--- src/rtl/width_128to24_unpack.sv ---
// Unpacks 128-bit push-only input words into a 24-bit valid/ready stream, MSB first.
// Bits live in an MSB-aligned residual buffer; input words are placed right below the current fill level.
module width_128to24_unpack #(
  parameter int BUF_W = 256
) (
  input  logic         clk,
  input  logic         rst_n,
  input  logic         valid_in,
  input  logic [127:0] data_in,
  input  logic         flush,
  input  logic         ready_in,
  output logic         valid_out,
  output logic [23:0]  data_out,
  output logic         overflow,
  output logic [8:0]   level
);

  localparam int IN_W  = 128;
  localparam int OUT_W = 24;
  localparam int CW    = 9;

  logic [BUF_W-1:0] bits_reg;
  logic [BUF_W-1:0] bits_next;
  logic [BUF_W-1:0] bits_popped;
  logic [BUF_W-1:0] placed;
  logic [CW-1:0]    cnt_reg;
  logic [CW-1:0]    cnt_next;
  logic [CW-1:0]    cnt_popped;
  logic             overflow_reg;
  logic             overflow_next;
  logic             pop;
  logic             fits;

  assign valid_out = (cnt_reg >= CW'(OUT_W));
  assign data_out  = bits_reg[BUF_W-1 -: OUT_W];
  assign level     = cnt_reg;
  assign overflow  = overflow_reg;

  assign pop = valid_out && ready_in;

  always_comb begin
    bits_popped   = bits_reg;
    cnt_popped    = cnt_reg;
    placed        = '0;
    fits          = 1'b0;
    bits_next     = bits_reg;
    cnt_next      = cnt_reg;
    overflow_next = overflow_reg;

    // The pop is applied first so that a same-cycle push sees the freed room.
    if (pop) begin
      bits_popped = bits_reg << OUT_W;
      cnt_popped  = cnt_reg - CW'(OUT_W);
    end

    // Shifting the word down from the top by the fill level is the same as
    // shifting it up by BUF_W-128-c1, without a negative-shift corner.
    placed = {data_in, {(BUF_W-IN_W){1'b0}}} >> cnt_popped;
    fits   = ({{(32-CW){1'b0}}, cnt_popped} + 32'(IN_W)) <= 32'(BUF_W);

    bits_next = bits_popped;
    cnt_next  = cnt_popped;

    if (flush) begin
      bits_next     = '0;
      cnt_next      = '0;
      overflow_next = 1'b0;
    end else if (valid_in) begin
      if (fits) begin
        bits_next = bits_popped | placed;
        cnt_next  = cnt_popped + CW'(IN_W);
      end else begin
        overflow_next = 1'b1;
      end
    end
  end

  always_ff @(posedge clk or negedge rst_n) begin
    if (!rst_n) begin
      bits_reg     <= '0;
      cnt_reg      <= '0;
      overflow_reg <= 1'b0;
    end else begin
      bits_reg     <= bits_next;
      cnt_reg      <= cnt_next;
      overflow_reg <= overflow_next;
    end
  end

endmodule

--- config.mk ---
export PLATFORM = sky130hd
export DESIGN_NAME = width_128to24_unpack
export DESIGN_NICKNAME = d
export VERILOG_FILES = /design/src/rtl/width_128to24_unpack.sv
export SDC_FILE = /design/constraint.sdc
export NUM_CORES = 1
export LEC_CHECK = 0
export CORE_ASPECT_RATIO = 0.75
export CORE_MARGIN = 3
export CORE_UTILIZATION = 38
export CTS_CLUSTER_SIZE = 10
export DETAILED_ROUTE_END_ITERATION = 7
export DONT_BUFFER_PORTS = 1
export PLACE_DENSITY = 0.59
export REMOVE_ABC_BUFFERS = 1
export SLEW_MARGIN = 20
export SYNTH_ARGS = -nofsm -noshare
export SYNTH_HDL_FRONTEND = slang
export SYNTH_SLANG_ARGS = --single-unit
export TNS_END_PERCENT = 100
--- constraint.sdc ---
create_clock -name clk -period 5.9 [get_ports clk]
set_input_delay 0.59 -clock clk [delete_from_list [all_inputs] [get_ports clk]]
set_output_delay 0.59 -clock clk [all_outputs]
set_load 0.05 [all_outputs]
==> impl_metrics.toml <==
[timing]
hold_slack_ns = -0.306
fin_tns_setup_ns = 0
layout_min_cycle_time_ns = 5.14
finalSetupViolations = 0
finalHoldViolCount = 263
finalCritPeriodShare_pct = 87.0
maxSlewHeadroom_pct = 17.7
slew_violations = 0
worst_slew_pin_slew_ns = 1.23
timing.fmax_mhz = 195
rsz0062_at_grt = "no"
clock_skew_ns = 0.0168

[global_route]
grt_pass1_wl_um = 135000
grt_pass1_vias = 19300
gr-total-overflow = 0
antenna_found_initial = 2
grtUsageTotal_pct = 32.7
grt_max_degree = 264

[finish]
fillers = 5207
areaGrowthSynthToFinish_pct = 6.51
nets = 2264
final_cell_mix = "374 x nand2_1, 261 x dfrtp_1, 258 x mux2i_1"
layout-drive-gt1-share_pct = 11.6
final_common_cell = "nand2_1"
largest_reg_flops = 256
final_util_pct = 41.2

[die]
chipWidth_um = 271
io_pins = 168
die_area_sq_um = 55600
start_util_pct = 38.7
rows = 72
core_area_sq_um = 51900
die-height_um = 205

[routing]
dr.first_iter.drc_count = 3417
route.detailed.drc = 0
viasPerCell = 7.05
wl_per_cell_um = 33.0
drt_wl_total_um = 93800
via_count = 20100
ant_nets = 0
dr.pass1.iters = 6

[clocking]
clk_path_buf_depth = 3
cts_setup_buffers = 0
cts.sinks = 263
cts_resized = 0
cts_tree = "yes"
cts_buffers = 31
cts_root_buffer = "clkbuf_16"
cts.clk_slew.worst_paths_ns = 0.06
clk_latency_ns = 0.61
htree_levels = 1

[synthesis]
syn_avg_cell_area_sq_um = 8.90
netlist_area_sq_um = 20100
synth_seq_cells = 263
async_flop_share_pct = 100
synth_cell_types = 79
ys_seq_area_share_pct = 32.8
synthCells = 2254
ys.warnings.count = 0
synth_enable_flop_cells = 0
synthFlopType = "dfrtp_1"

[critical_path]
arrival_ns = 5.62
crit_path_max_incr_delay_ns = 1.01
cp_max_fo = 15
crit_path_start_kind = "register"
critPathKind = "reg -> reg"
cp_data_required_time_ns = 6.39
cp-end-kind = "register"
critPathBufInv = 1
crit_family = "compound AO/OA/AOI/OAI gates"
cp_slowest_cell = "dfrtp_1"
path_cells = "nor3_4, a2111oi_0, a21o_1, ha_1, or3_1, a2111o_1, buf_4, nor3_1, nand3_1, o22ai_1, a221oi_1, o21ai_0"

[placement]
place_congestion = 0.968
dpl.hpwl_um = 60400
port_buffers = 0

[worst_hold_path]
hp-class = "in -> async"

[pwr]
p_per_area_nw_per_um2 = 715
vdd_ir_drop_max_mv = 0.408
p_leak_uw = 0.00917

[status]
outcome = "complete, but fails checks"
violations = "negative hold slack"

[flow_run]
max_cap_viol_count = 0
## cells by family (layout without fill, tap and decap cells)
kind of cell	Yosys count	in the layout	synth area share, %
mux	352	352	21.6
compound gates	668	668	24.3
buf+inv	243	124	5.94
fa+ha+maj	2	2	0.125
flops	263	263	32.8
simple gates	725	725	15.2
other cells	1	5	0.0187
## metrics by stage
stage / total power [uW] / cells / area (sq um) / hold slack, ns / worst slack (ns)
2_1_floorplan: 9770 / 2021 / 18900 / 0.294 / -19.63
3_3_place_gp: 12900 / 2799 / 20500 / 0.309 / 1.13
3_5_place_dp: 13000 / 2799 / 20500 / 0.311 / 1.03
4_1_cts: 14800 / 2840 / 21400 / -0.312 / 1.03
5_1_grt: 15800 / 2840 / 21400 / -0.309 / 0.645
6_report: 15300 / 2842 / 21400 / -0.306 / 0.765
## area by class of cell
| cell class | instances | area [sq um] | share of cell area [%] |
|---|---|---|---|
| Sequential cell | 263 | 6580 | 30.8 |
| Multi-Input combinational cell | 1750 | 12400 | 58.0 |
| Clock inverter | 3 | 22.5 | 0.105 |
| Antenna cell | 2 | 5.00 | 0.0234 |
| Tap cell | 703 | 880 | 4.12 |
| Inverter | 8 | 30.0 | 0.141 |
| Timing Repair Buffer | 75 | 638 | 2.99 |
| Clock buffer | 38 | 812 | 3.80 |
## layer usage
layer,track usage [%],vias up,routed length (um)
met5,0,-,0
met4,12.7,0,4380
met3,14.0,287,14900
met2,45.1,1586,36900
met1,44.9,9930,37600
li1,-,8247,-
## synth_stat cells, types with 29 or more instances
| library cell | instances | area [sq um] |
|---|---|---|
| a211oi_1 | 30 | 225 |
| a21oi_1 | 79 | 395 |
| a22oi_1 | 29 | 218 |
| a31oi_1 | 61 | 382 |
| buf_2 | 44 | 220 |
| buf_4 | 46 | 345 |
| clkbuf_1 | 122 | 458 |
| dfrtp_1 | 263 | 6580 |
| mux2_2 | 31 | 349 |
| mux2i_1 | 259 | 2590 |
| mux4_2 | 62 | 1400 |
| nand2_1 | 376 | 1410 |
| nand3_1 | 52 | 260 |
| nor2_1 | 206 | 773 |
| o21ai_0 | 92 | 460 |
| o221ai_1 | 41 | 359 |
| o32ai_1 | 29 | 254 |
## power by group
part | switching (uW) | total (uW) | internal, uW
registers | 661 | 3010 | 2350
clock network | 820 | 1770 | 949
logic | 6940 | 10500 | 3550
## path summary, 6_finish.rpt
path / from / endpoint / slack (ns) / depth (start not counted)
setup / recovery: level[7] / bits_reg[52] / 0.76 / 12
hold / removal: rst_n / bits_reg[241] / -0.31 / 0
max in group asynchronous: rst_n / bits_reg[218] / 5.41 / 0
setup reg to reg: level[7] / bits_reg[52] / 0.76 / 12
hold reg to reg: bits_reg[21] / bits_reg[21] / 0.50 / 2
min in group clk: flush / bits_reg[249] / 0.08 / 1
No activity file was read; power rests on OpenSTA's default activity.
